**src/rtl/uart_text_pkg.sv**
```systemverilog
// Shared types and constants for the UART text-row transmitter.
// Optional CR/LF terminator frames are enabled with macro UART_TEXT_TX_CRLF_EN.
package uart_text_pkg;

    typedef enum logic [2:0] {
        ST_IDLE      = 3'd0,
        ST_LOAD      = 3'd1,
        ST_START_BIT = 3'd2,
        ST_DATA_BITS = 3'd3,
        ST_STOP_BIT  = 3'd4,
        ST_NEXT_CHAR = 3'd5
    } state_t;

    localparam int DEFAULT_DELAY_FRAMES = 234;
    localparam int DEFAULT_NUM_CHARS    = 16;

    localparam logic [7:0] ASCII_SPACE = 8'h20;
    localparam logic [7:0] ASCII_CR    = 8'h0D;
    localparam logic [7:0] ASCII_LF    = 8'h0A;

`ifdef UART_TEXT_TX_CRLF_EN
    localparam int TERM_CHARS = 2;
`else
    localparam int TERM_CHARS = 0;
`endif

    function automatic int total_slots(input int num_chars);
        return num_chars + TERM_CHARS;
    endfunction

endpackage

```
**src/rtl/uart_tx_frame.sv**
```systemverilog
// 8N1 serializer: one start bit, eight data bits LSB first, one stop bit,
// each held for DELAY_FRAMES clocks. The line register lags the phase by one clock.
module uart_tx_frame
    import uart_text_pkg::*;
#(
    parameter int DELAY_FRAMES = DEFAULT_DELAY_FRAMES
) (
    input  logic       clk,
    input  logic       rst_n,
    input  logic       load,
    input  logic [7:0] data,
    output logic       busy,
    output logic       frame_done,
    output logic       uart_tx
);
    localparam int CNT_W = (DELAY_FRAMES > 1) ? $clog2(DELAY_FRAMES) : 1;
    localparam logic [CNT_W-1:0] BAUD_LAST = CNT_W'(DELAY_FRAMES - 1);

    state_t            state_r;
    state_t            next_state_s;
    logic [CNT_W-1:0]  baud_cnt_r;
    logic [2:0]        bit_idx_r;
    logic [7:0]        shift_r;
    logic              tx_r;
    logic              baud_last_s;
    logic              frame_done_s;

    // Phase sequencing and end-of-frame strobe
    always_comb begin
        next_state_s = state_r;
        frame_done_s = 1'b0;
        baud_last_s  = (baud_cnt_r == BAUD_LAST);
        case (state_r)
            ST_IDLE: begin
                if (load) next_state_s = ST_START_BIT;
                else      next_state_s = ST_IDLE;
            end
            ST_START_BIT: begin
                if (baud_last_s) next_state_s = ST_DATA_BITS;
                else             next_state_s = ST_START_BIT;
            end
            ST_DATA_BITS: begin
                if (baud_last_s && (bit_idx_r == 3'd7)) next_state_s = ST_STOP_BIT;
                else                                     next_state_s = ST_DATA_BITS;
            end
            ST_STOP_BIT: begin
                if (baud_last_s) begin
                    next_state_s = ST_IDLE;
                    frame_done_s = 1'b1;
                end else begin
                    next_state_s = ST_STOP_BIT;
                end
            end
            default: next_state_s = ST_IDLE;
        endcase
    end

    // Phase register, baud/bit counters and the byte being shifted out
    always_ff @(posedge clk or negedge rst_n) begin
        if (!rst_n) begin
            state_r    <= ST_IDLE;
            baud_cnt_r <= CNT_W'(0);
            bit_idx_r  <= 3'd0;
            shift_r    <= 8'h00;
        end else begin
            state_r <= next_state_s;
            if (state_r == ST_IDLE) begin
                baud_cnt_r <= CNT_W'(0);
                bit_idx_r  <= 3'd0;
                if (load) shift_r <= data;
            end else begin
                baud_cnt_r <= baud_last_s ? CNT_W'(0) : baud_cnt_r + CNT_W'(1);
                if (state_r == ST_START_BIT) begin
                    bit_idx_r <= 3'd0;
                end else if ((state_r == ST_DATA_BITS) && baud_last_s) begin
                    bit_idx_r <= bit_idx_r + 3'd1;
                end
            end
        end
    end

    // Registered line level; anything but start/data phases keeps the line high
    always_ff @(posedge clk or negedge rst_n) begin
        if (!rst_n) begin
            tx_r <= 1'b1;
        end else begin
            case (state_r)
                ST_START_BIT: tx_r <= 1'b0;
                ST_DATA_BITS: tx_r <= shift_r[bit_idx_r];
                default:      tx_r <= 1'b1;
            endcase
        end
    end

    assign busy       = (state_r != ST_IDLE);
    assign frame_done = frame_done_s;
    assign uart_tx    = tx_r;

endmodule

```
**src/rtl/uart_text_tx.sv**
```systemverilog
// Text-row UART transmitter: a NUM_CHARS byte buffer sent as 8N1 frames on start.
// Defining UART_TEXT_TX_CRLF_EN appends CR and LF frames after the last character.
module uart_text_tx
    import uart_text_pkg::*;
#(
    parameter int DELAY_FRAMES = DEFAULT_DELAY_FRAMES,
    parameter int NUM_CHARS    = DEFAULT_NUM_CHARS
) (
    input  logic                         clk,
    input  logic                         rst_n,
    input  logic                         wr_en,
    input  logic [$clog2(NUM_CHARS)-1:0] wr_index,
    input  logic [7:0]                   wr_data,
    input  logic                         start,
    output logic                         busy,
    output logic                         done,
    output logic                         uart_tx
);
    localparam int WI_W  = $clog2(NUM_CHARS);
    localparam int SLOTS = total_slots(NUM_CHARS);
    localparam int IDX_W = $clog2(SLOTS);
    localparam logic [IDX_W-1:0] LAST_IDX = IDX_W'(SLOTS - 1);

    // ST_START_BIT here covers the whole frame window; the serializer owns its sub-phases.
    state_t           state_r;
    state_t           next_state_s;
    logic [IDX_W-1:0] char_idx_r;
    logic [7:0]       text_r [NUM_CHARS];
    logic [7:0]       load_byte_s;
    logic             busy_r;
    logic             done_r;
    logic             frame_load_s;
    logic             frame_busy_s;
    logic             frame_done_s;
    logic             last_char_s;

    // Byte handed to the serializer for the current slot
    always_comb begin
        load_byte_s = ASCII_SPACE;
`ifdef UART_TEXT_TX_CRLF_EN
        if (char_idx_r == IDX_W'(NUM_CHARS)) begin
            load_byte_s = ASCII_CR;
        end else if (char_idx_r == IDX_W'(NUM_CHARS + 1)) begin
            load_byte_s = ASCII_LF;
        end else begin
            load_byte_s = text_r[char_idx_r[WI_W-1:0]];
        end
`else
        load_byte_s = text_r[char_idx_r];
`endif
    end

    // Row sequencing across slots
    always_comb begin
        next_state_s = state_r;
        frame_load_s = 1'b0;
        last_char_s  = (char_idx_r == LAST_IDX);
        case (state_r)
            ST_IDLE: begin
                if (start) next_state_s = ST_LOAD;
                else       next_state_s = ST_IDLE;
            end
            ST_LOAD: begin
                frame_load_s = 1'b1;
                next_state_s = ST_START_BIT;
            end
            ST_START_BIT: begin
                if (frame_done_s)       next_state_s = ST_NEXT_CHAR;
                else if (!frame_busy_s) next_state_s = ST_IDLE;
                else                    next_state_s = ST_START_BIT;
            end
            ST_NEXT_CHAR: begin
                if (last_char_s) next_state_s = ST_IDLE;
                else             next_state_s = ST_LOAD;
            end
            default: next_state_s = ST_IDLE;
        endcase
    end

    // State, slot index and the registered busy/done outputs
    always_ff @(posedge clk or negedge rst_n) begin
        if (!rst_n) begin
            state_r    <= ST_IDLE;
            char_idx_r <= IDX_W'(0);
            busy_r     <= 1'b0;
            done_r     <= 1'b0;
        end else begin
            state_r <= next_state_s;
            done_r  <= 1'b0;
            case (state_r)
                ST_IDLE: begin
                    if (start) begin
                        char_idx_r <= IDX_W'(0);
                        busy_r     <= 1'b1;
                    end
                end
                ST_START_BIT: begin
                    if (!frame_done_s && !frame_busy_s) busy_r <= 1'b0;
                end
                ST_NEXT_CHAR: begin
                    if (last_char_s) begin
                        busy_r <= 1'b0;
                        done_r <= 1'b1;
                    end else begin
                        char_idx_r <= char_idx_r + IDX_W'(1);
                    end
                end
                default: ;
            endcase
        end
    end

    // Character buffer; writes only land while idle so a row in flight is stable
    always_ff @(posedge clk or negedge rst_n) begin
        if (!rst_n) begin
            for (int i = 0; i < NUM_CHARS; i++) text_r[i] <= ASCII_SPACE;
        end else if (wr_en && (state_r == ST_IDLE)) begin
            text_r[wr_index] <= wr_data;
        end
    end

    uart_tx_frame #(
        .DELAY_FRAMES(DELAY_FRAMES)
    ) u_frame (
        .clk       (clk),
        .rst_n     (rst_n),
        .load      (frame_load_s),
        .data      (load_byte_s),
        .busy      (frame_busy_s),
        .frame_done(frame_done_s),
        .uart_tx   (uart_tx)
    );

    assign busy = busy_r;
    assign done = done_r;

endmodule

```
**config.mk**
```make
export PLATFORM = sky130hd
export DESIGN_NAME = uart_text_tx
export DESIGN_NICKNAME = d
export VERILOG_FILES = /design/src/rtl/uart_text_pkg.sv /design/src/rtl/uart_tx_frame.sv /design/src/rtl/uart_text_tx.sv
export SDC_FILE = /design/constraint.sdc
export NUM_CORES = 1
export LEC_CHECK = 0
export CAP_MARGIN = 20
export CORE_MARGIN = 2
export CORE_UTILIZATION = 30
export DETAILED_ROUTE_END_ITERATION = 8
export DONT_BUFFER_PORTS = 1
export RECOVER_POWER = 100
export SLEW_MARGIN = 10
export SYNTH_ARGS = -nofsm -noshare
export SYNTH_HDL_FRONTEND = slang
export SYNTH_SLANG_ARGS = --single-unit
```
**constraint.sdc**
```tcl
create_clock -name clk -period 4.8 [get_ports clk]
set_clock_uncertainty 0.15 [all_clocks]
set_input_delay 0.96 -clock clk [delete_from_list [all_inputs] [get_ports clk]]
set_output_delay 0.96 -clock clk [all_outputs]
set_load 0.05 [all_outputs]
```
==> metrics.csv, run 1 <==
stage,metric,value,unit
run_status,outcome,"complete, but fails checks",
run_status,violations,"capacitance limit, slew limit",
route,drc,0,
cts,post_cts_resized,0,
global_route,antenna_found_initial,0,
cells_and_area,layout-drive-gt1-share,0.4252,
cells_and_area,fin_nets,523,
route,routed_wirelength,16220,um
worst_setup_path,worst_ep_required_time,4960,ps
place,dp_hpwl,10710,um
sta,hold_violations,0,
power_and_ir_drop,leakagePower,3.888,nW
route,avgViaCountPerCell,5.042,
cts,cts_buffer_depth,2,
cts,htreeDepth,4,
cells_and_area,postLayoutCellArea,8270,um^2
power_and_ir_drop,fin_total_pwr,2.739,mW
die,floorplan.die.width,161.0,um
yosys,syn_nets,527,
sta,slew_headroom,-0.1656,
cells_and_area,fillerInstances,2324,
yosys,synth_warnings,0,
route,ant_nets,0,
cells_and_area,layout_commonest_cell,dfrtp_1,
worst_setup_path,worstSetupStartpoint,state_r[0]$_DFF_PN0_,
sta,final.min_clock_period,3600,ps
worst_setup_path,reg2reg_to,text_r[121]$_DFFE_PN0P_,
place,gp_congestion,0.7477,
cells_and_area,mostFrequentLayoutCells,"dfrtp_1, mux2_2, mux4_2, nand2_1, clkbuf_16",
place,place_area,7705,um^2
cells_and_area,syn_to_final_growth,11.88,%
yosys,netlist_area,7392,um^2
worst_hold_path,hold_class,in2async,
cts,cts_hold_buf,0,
worst_setup_path,r2r-start,state_r[0]$_DFF_PN0_,
sta,fmax,277.8,MHz
cells_and_area,diodes,0,
route,first_iter_violations,292,
yosys,avgSynthCellArea,14.61,um^2
place,place_inst,804,
yosys,ys_seq_area_frac,0.5445,
sta,setup_violations,0,
worst_setup_path,crit_path_end,text_r[121]$_DFFE_PN0P_,
route,firstDrtPassIters,4,
sta,drv_slew,9,
cts,cts_buffers,17,
sta,rsz0062_at_grt,false,
route,vias,4230,
cells_and_area,layoutNonFillerInstCount,839,
global_route,grt_overflow,0,
worst_setup_path,critPathLaunchType,flip-flop,
sta,tightest_slew,1735,ps
yosys,synth_edf_count,0,
global_route,grt_max_degree,161,
die,start_util,0.3049,
worst_setup_path,path_class,reg2reg,
cells_and_area,register_area,4025,um^2
sta,min_period_over_period,0.7499,
global_route,grtUsageTotal,0.1330,
cells_and_area,multi_input_area,3183,um^2
cts,clock-sinks,160,
cts,cts_root_buf,clkbuf_16,
worst_setup_path,r2r_slack,1200,ps
worst_setup_path,path_cells,or4b_1 > or3_1 > nor3_1 > mux2_2,
die,rows,57,
cts,postCtsSetupRepairBufs,0,
yosys,ys.flop_type,dfrtp_1,
sta,fin_setup_tns,0,ps
global_route,grt_pass1_wl,26420,um
route,wl_per_cell,19.33,um
die,coreArea,24250,um^2
worst_setup_path,crit_fanout,8,
global_route,first_global_vias,4588,
yosys,synth_cell_type_count,44,
worst_setup_path,ff2ff_path_depth,4,
place,numPortBuffers,0,
yosys,syn_inst,506,
cts,cts_tree,built,
die,io_pins,19,
cts,path_clk_slew,60,ps
flow_run,cap_violations,1,
worst_setup_path,slowest_delay,1320,ps
power_and_ir_drop,max-vdd-ir-drop,0.2585,mV
power_and_ir_drop,power_density,331.2,nW/um^2
yosys,synth_seq_cells,160,
die,die-area,25910,um^2
die,die_height,161.0,um
cts,clock_latency,420,ps
worst_setup_path,cp.arrival,3760,ps
worst_setup_path,cp_slowest_cell,nor3_1,
worst_setup_path,cp-end-kind,flip-flop,
yosys,async_reset_ff_frac,1.000,
-- routing by layer --
layer  routed length [um]  vias to the layer above  GRT usage
li1                     -                     1878          -
met1                 7280                     2281     0.1697
met2                 8119                       51     0.2232
met3                  514                       20    0.03287
met4                  307                        0    0.04302
met5                    0                        -          0
-- flip-flops by register name (all words and copies together) (netlist names) --
signal / count
done: 1
u_frame.state_r: 3
state_r: 3
char_idx_r: 4
u_frame.baud_cnt_r: 8
u_frame.bit_idx_r: 3
u_frame.uart_tx: 1
busy: 1
text_r: 128
u_frame.shift_r: 8
-- cells in the mapped netlist (2+ instances only) --
| master | instances | area [um^2] |
|---|---|---|
| mux4_2 | 34 | 765.7 |
| a21oi_1 | 4 | 20.02 |
| dfrtp_1 | 143 | 3578 |
| nand3_1 | 9 | 45.04 |
| a22oi_1 | 4 | 30.03 |
| nor4_1 | 4 | 25.02 |
| o311ai_0 | 5 | 43.79 |
| nor3b_1 | 2 | 15.01 |
| a22o_1 | 5 | 43.79 |
| a211o_1 | 4 | 35.03 |
| mux2_2 | 131 | 1475 |
| mux2i_1 | 11 | 110.1 |
| nand2b_1 | 5 | 31.28 |
| nor2_1 | 14 | 52.55 |
| nor2b_1 | 7 | 43.79 |
| xnor2_1 | 4 | 35.03 |
| or3_1 | 3 | 18.77 |
| nand2_1 | 20 | 75.07 |
| o21ai_0 | 7 | 35.03 |
| inv_1 | 6 | 22.52 |
| nor3_1 | 9 | 45.04 |
| nor4_2 | 2 | 25.02 |
| clkbuf_1 | 20 | 75.07 |
| and3_1 | 2 | 12.51 |
| buf_1 | 3 | 11.26 |
| buf_2 | 6 | 30.03 |
| dfstp_2 | 17 | 446.7 |
| xor2_1 | 4 | 35.03 |
| ha_1 | 5 | 62.56 |
| nand3b_1 | 2 | 15.01 |
-- power by group --
group          switching (mW)  internal, mW
clock network           0.564         0.787
logic                 0.00704        0.0147
registers             0.00540          1.36
total                   0.577          2.16
-- cell type report --
class                           instances  area share
Clock buffer                           18     0.05310
Multi-Input combinational cell        310      0.3849
Tap cell                              324     0.04902
Timing Repair Buffer                    7    0.004690
Inverter                                6    0.002723
Clock inverter                         14     0.01891
Sequential cell                       160      0.4867
-- logic make-up after synthesis --
group                    count (synthesis)  share of synthesized area
flip-flops                             160                     0.5445
multiplexers                           176                     0.3180
AND/OR/NAND/NOR                         88                    0.06703
adder cells (fa/ha/maj)                  5                   0.008463
XOR/XNOR                                 8                   0.009478
AO/OA/AOI/OAI                           33                    0.03267
buffers and inverters                   36                    0.01980
-- stage by stage --
step / hold WS (ps) / utilization / setup WS [ps]
after floorplan: 303.5 / - / 1854
after global placement: 325.0 / 0.3178 / 1507
after detailed placement: 335.0 / 0.3178 / 1430
after CTS: 64.64 / 0.3423 / 1822
after global routing: 55.34 / 0.3411 / 1140
final: 81.27 / 0.3411 / 1200
-- worst max-delay path, delay by kind of cell, from the launching register on --
family        cells  cell delay (ps)
flops             1              440
mux               1              440
simple gates      3             2440
-- worst min path at each step --
stage / start / end / slack (ps) / depth (start not counted)
after global placement: u_frame.shift_r[6]$_DFFE_PN0P_ / u_frame.shift_r[6]$_DFFE_PN0P_ / 330 / 1
final: rst_n / text_r[14]$_DFFE_PN0P_ / 80 / 0
after floorplan: u_frame.shift_r[6]$_DFFE_PN0P_ / u_frame.shift_r[6]$_DFFE_PN0P_ / 300 / 1
after CTS: rst_n / char_idx_r[3]$_DFFE_PN0P_ / 60 / 0
after detailed placement: u_frame.shift_r[1]$_DFFE_PN0P_ / u_frame.shift_r[1]$_DFFE_PN0P_ / 340 / 1
after global routing: rst_n / text_r[18]$_DFFE_PN0P_ / 60 / 0
No activity file was read; power rests on OpenSTA's default activity.
==> run 2: changes to the inputs <==
==> constraint.sdc (replaced) <==
create_clock -name clk -period 3.13 [get_ports clk]
set_clock_uncertainty 0.15 [all_clocks]
set_input_delay 0.626 -clock clk [delete_from_list [all_inputs] [get_ports clk]]
set_output_delay 0.626 -clock clk [all_outputs]
set_load 0.05 [all_outputs]
==> metrics.csv, run 2 (synthesized netlist as in run 1, its figures left out) <==
stage,metric,value,unit
route,wl_met2,8259,um
cts,cts_tree,built,
route,top_layer_used,met4,
cells_and_area,layout-drive-gt1-share,0.4327,
cells_and_area,multi_input_area,3202,um^2
sta,min_period_over_period,0.9189,
sta,slew_headroom,0.5349,
global_route,grt_max_degree,161,
route,first_iter_violations,312,
worst_setup_path,ff2ff_path_depth,4,
route,firstDrtPassIters,6,
place,place_inst,812,
global_route,grt_overflow,0,
sta,timing.hold.ws,-252.6,ps
sta,setup_violations,0,
power_and_ir_drop,max-vdd-ir-drop,0.4133,mV
sta,hold_violations,144,
worst_setup_path,r2r-start,state_r[0]$_DFF_PN0_,
worst_setup_path,crit_fanout,8,
cells_and_area,register_area,4026,um^2
route,wl_met3,627,um
cts,clock_latency,420,ps
sta,final.min_clock_period,2876,ps
global_route,grtUsageTotal,0.1314,
flow_run,cap_violations,0,
cells_and_area,largest_register_ffs,128,
cells_and_area,reg.largest.list,"text_r x128, u_frame.baud_cnt_r x8, u_frame.shift_r x8",
cells_and_area,mostFrequentLayoutCells,"dfrtp_1, mux2_2, mux4_2, nand2_1, clkbuf_16",
cells_and_area,layoutNonFillerInstCount,844,
place,dp_hpwl,10740,um
route,routed_wirelength,16160,um
worst_setup_path,path_class,reg2reg,
power_and_ir_drop,leakagePower,3.931,nW
die,rows,57,
worst_hold_path,hold_class,in2async,
cells_and_area,diodes,0,
place,dp_slack,298.3,ps
cts,htreeDepth,4,
run_status,outcome,"complete, but fails checks",
cts,cts_buffers,17,
place,numPortBuffers,0,
cts,post_cts_resized,0,
cts,postCtsSetupRepairBufs,0,
sta,fmax,347.7,MHz
sta,fin_ws,254.0,ps
cells_and_area,fillerInstances,2332,
die,floorplan.die.width,161.0,um
worst_setup_path,cp-end-kind,flip-flop,
cells_and_area,layout_commonest_cell,dfrtp_1,
die,die_height,161.0,um
worst_setup_path,worst_ep_required_time,3280,ps
die,die-area,25910,um^2
route,wl_per_cell,19.15,um
run_status,violations,hold timing,
cells_and_area,fin_nets,528,
global_route,first_global_vias,4545,
sta,rsz0062_at_grt,false,
cells_and_area,fin_util,0.3454,
cts,path_clk_slew,60,ps
die,coreArea,24250,um^2
place,gp_congestion,0.7555,
sta,drv_slew,0,
route,avgViaCountPerCell,5.068,
global_route,grt_pass1_wl,25960,um
route,drc,0,
power_and_ir_drop,power_density,517.8,nW/um^2
die,start_util,0.3049,
die,io_pins,19,
cts,cts_buffer_depth,2,
route,ant_nets,0,
global_route,antenna_found_initial,0,
sta,fin_setup_tns,0,ps
route,vias,4277,
worst_setup_path,cp.arrival,3030,ps
worst_setup_path,r2r_slack,250,ps
worst_setup_path,critPathLaunchType,flip-flop,
sta,tightest_slew,697.7,ps
cts,clock-sinks,160,
route,m1WireLength,7031,um
cells_and_area,regMostFlops,text_r,
cts,cts_root_buf,clkbuf_16,
worst_setup_path,reg2reg_to,text_r[57]$_DFFE_PN0P_,
cells_and_area,syn_to_final_growth,13.29,%
-- run 2: changes by cell type in the layout (fill, tap and decap cells not counted), sizes merged --
cell | before | now
clkinv | 8 | 5
clkbuf | 22 | 24
buf | 3 | 8
clkinvlp | 1 | 2
bufinv | 2 | 4
inv | 9 | 7
-- run 2: stage by stage --
stage | cell area, um^2 | total power, mW
after floorplan | 7392 | 2.174
after global placement | 7777 | 2.165
after detailed placement | 7777 | 2.167
after CTS | 8408 | 4.379
after global routing | 8374 | 4.477
final | 8374 | 4.337
-- run 2: layout make-up --
class | count | share of cell area
well taps | 324 | 0.04841
multi-input cells | 310 | 0.3823
clock buffers | 20 | 0.05334
flip-flops and latches | 160 | 0.4808
repair buffers | 12 | 0.01046
inverters | 6 | 0.002689
clock inverters | 12 | 0.02196
-- run 2: power by group --
group / total, mW / switching [mW] / internal [mW]
Combinational: 0.0336 / 0.0109 / 0.0227
Clock: 2.21 / 0.844 / 1.36
Sequential: 2.10 / 0.00837 / 2.09
-- run 2: routing by layer --
| layer | track usage | vias up |
|---|---|---|
| met5 | 0 | - |
| met4 | 0.04018 | 0 |
| met3 | 0.03133 | 17 |
| met2 | 0.2222 | 70 |
| met1 | 0.1679 | 2305 |
| li1 | - | 1885 |
-- run 2: worst max path at each step --
stage          cells past startpoint                     end  slack (ps)            startpoint
2_1_floorplan                      6  text_r[56]$_DFFE_PN0P_         520                 wr_en
3_3_place_gp                       4  text_r[62]$_DFFE_PN0P_         320                 wr_en
3_5_place_dp                       4  text_r[57]$_DFFE_PN0P_         300                 wr_en
4_1_cts                            4  text_r[57]$_DFFE_PN0P_         360  state_r[0]$_DFF_PN0_
5_1_grt                            4  text_r[57]$_DFFE_PN0P_         130  state_r[0]$_DFF_PN0_
6_report                           4  text_r[57]$_DFFE_PN0P_         250  state_r[0]$_DFF_PN0_
-- run 2: worst max-delay path: stages, from the launching register on --
cell,delay (ps)
dfrtp_1,440
or4b_1,700
or3_1,480
nor3b_2,560
mux2_2,410
==> run 3: changes to the inputs <==
--- a/config.mk
+++ b/config.mk
@@ -10,7 +10,9 @@
 export CORE_UTILIZATION = 30
 export DETAILED_ROUTE_END_ITERATION = 8
 export DONT_BUFFER_PORTS = 1
+export PLACE_DENSITY_LB_ADDON = 0.08
 export RECOVER_POWER = 100
+export SKIP_CTS_REPAIR_TIMING = 1
 export SLEW_MARGIN = 10
 export SYNTH_ARGS = -nofsm -noshare
 export SYNTH_HDL_FRONTEND = slang
==> metrics.csv, run 3 (synthesized netlist as in run 1, its figures left out) <==
stage,metric,value,unit
run_status,outcome,"complete, but fails checks",
run_status,violations,hold timing,
route,vias,4256,
cells_and_area,mostFrequentLayoutCells,"dfrtp_1, mux2_2, mux4_2, nand2_1, clkbuf_16",
die,io_pins,19,
route,avgViaCountPerCell,4.989,
worst_setup_path,path_class,reg2reg,
sta,hold_violations,146,
sta,tightest_slew,836.2,ps
cts,htreeDepth,4,
flow_run,cap_violations,0,
cells_and_area,fillerInstances,2387,
sta,rsz0062_at_grt,false,
cells_and_area,largest_register_ffs,128,
place,dp_hpwl,11870,um
power_and_ir_drop,pwr-share-comb,0.008,
cts,cts_buffers,17,
cts,path_clk_slew,70,ps
die,die-area,25910,um^2
cts,cts_root_buf,clkbuf_16,
sta,fin_setup_tns,0,ps
sta,fmax,360.3,MHz
die,start_util,0.3049,
global_route,grt_pass1_wl,28600,um
route,drc,0,
sta,final.min_clock_period,2775,ps
cells_and_area,diodes,0,
die,rows,57,
cts,clock_latency,430,ps
die,coreArea,24250,um^2
power_and_ir_drop,max-vdd-ir-drop,0.2623,mV
cells_and_area,syn_to_final_growth,13.96,%
route,ant_nets,0,
route,routed_wirelength,18180,um
worst_setup_path,cp-end-kind,flip-flop,
cells_and_area,register_area,4026,um^2
sta,min_period_over_period,0.8866,
power_and_ir_drop,fin_total_pwr,4.375,mW
cells_and_area,regMostFlops,text_r,
route,wl_per_cell,21.31,um
worst_setup_path,r2r-start,state_r[0]$_DFF_PN0_,
sta,timing.hold.ws,-263.5,ps
power_and_ir_drop,switching_share,0.2061,
route,firstDrtPassIters,4,
worst_setup_path,critPathLaunchType,flip-flop,
sta,drv_slew,0,
global_route,grt_max_degree,161,
sta,slew_headroom,0.4425,
worst_setup_path,worst_ep_required_time,3290,ps
die,die_height,161.0,um
cells_and_area,reg.largest.list,"text_r x128, u_frame.baud_cnt_r x8, u_frame.shift_r x8",
worst_setup_path,crit_fanout,8,
global_route,antenna_found_initial,0,
cts,clock-sinks,160,
worst_hold_path,hold_class,in2async,
cells_and_area,fin_nets,537,
route,first_iter_violations,258,
power_and_ir_drop,p_switching,901.6,uW
power_and_ir_drop,power_density,519.3,nW/um^2
place,numPortBuffers,0,
global_route,first_global_vias,4607,
global_route,grtUsageTotal,0.1499,
sta,setup_violations,0,
cells_and_area,layout-drive-gt1-share,0.4348,
die,floorplan.die.width,161.0,um
power_and_ir_drop,p_clk_frac,0.513,
cells_and_area,layout_commonest_cell,dfrtp_1,
cells_and_area,multi_input_area,3214,um^2
global_route,grt_overflow,0,
worst_setup_path,worstSetupStartpoint,state_r[0]$_DFF_PN0_,
power_and_ir_drop,leakagePower,3.953,nW
power_and_ir_drop,internal_power,3.473,mW
cts,cts_tree,built,
worst_setup_path,cp.arrival,2930,ps
power_and_ir_drop,seqPwrFrac,0.479,
place,gp_congestion,0.7394,
cts,cts_buffer_depth,2,
-- run 3: cell types whose count changed in the layout (fill, tap and decap cells not counted), sizes merged --
| cell | change |
|---|---|
| clkbuf | +9 |
| clkinv | -2 |
| clkinvlp | +1 |
| inv | +1 |
-- run 3: final timing paths --
kind	end	slack [ps]	cells after the start
max in group asynchronous	text_r[125]$_DFFE_PN1P_	2680	0
hold reg to reg	u_frame.shift_r[1]$_DFFE_PN0P_	340	1
min in group clk	text_r[1]$_DFFE_PN0P_	190	1
setup / recovery	text_r[63]$_DFFE_PN0P_	350	4
setup reg to reg	text_r[63]$_DFFE_PN0P_	350	4
hold / removal	text_r[14]$_DFFE_PN0P_	-260	0
-- run 3: metal layers --
metal / vias to the layer above / GRT usage / part of all wire
met5: - / 0 / 0
met1: 2287 / 0.2033 / 0.48
met3: 14 / 0.03672 / 0.030
met2: 46 / 0.2423 / 0.48
met4: 0 / 0.03856 / 0.011
li1: 1909 / - / -
-- run 3: final cells by class --
class / instances / share of cell area
tap: 324 / 0.04812
clock inverter: 12 / 0.02168
sequential: 160 / 0.4779
inverter: 6 / 0.002673
multi-input combinational: 310 / 0.3816
timing repair buffer: 21 / 0.01500
clock buffer: 20 / 0.05302
-- run 3: worst max-delay path, stage by stage (launching register included) --
cell	delay, ps
dfrtp_1	440
or4b_1	660
or3_1	520
nor3b_4	490
mux2_2	400
-- run 3: power by group through the flow --
stage | logic [mW] | clock network [mW] | registers (mW)
after floorplan | 0.0439 | 0 | 2.13
after global placement | 0.0337 | 0 | 2.13
after detailed placement | 0.0347 | 0 | 2.13
after CTS | 0.0349 | 2.31 | 2.09
after global routing | 0.0373 | 2.40 | 2.10
final | 0.0341 | 2.25 | 2.10
-- run 3: per-stage QoR --
stage          setup slack, ps    util  std cells  hold slack, ps  cell area (um^2)
6_report                 354.9  0.3474        853          -263.5              8424
5_1_grt                  231.4  0.3474        853          -293.5              8424
4_1_cts                  324.2  0.3495        853          -281.0              8476
3_5_place_dp             267.5  0.3236        821           187.0              7846
3_3_place_gp             296.1  0.3236        821           185.0              7846
2_1_floorplan            517.6       -        506           180.4              7392
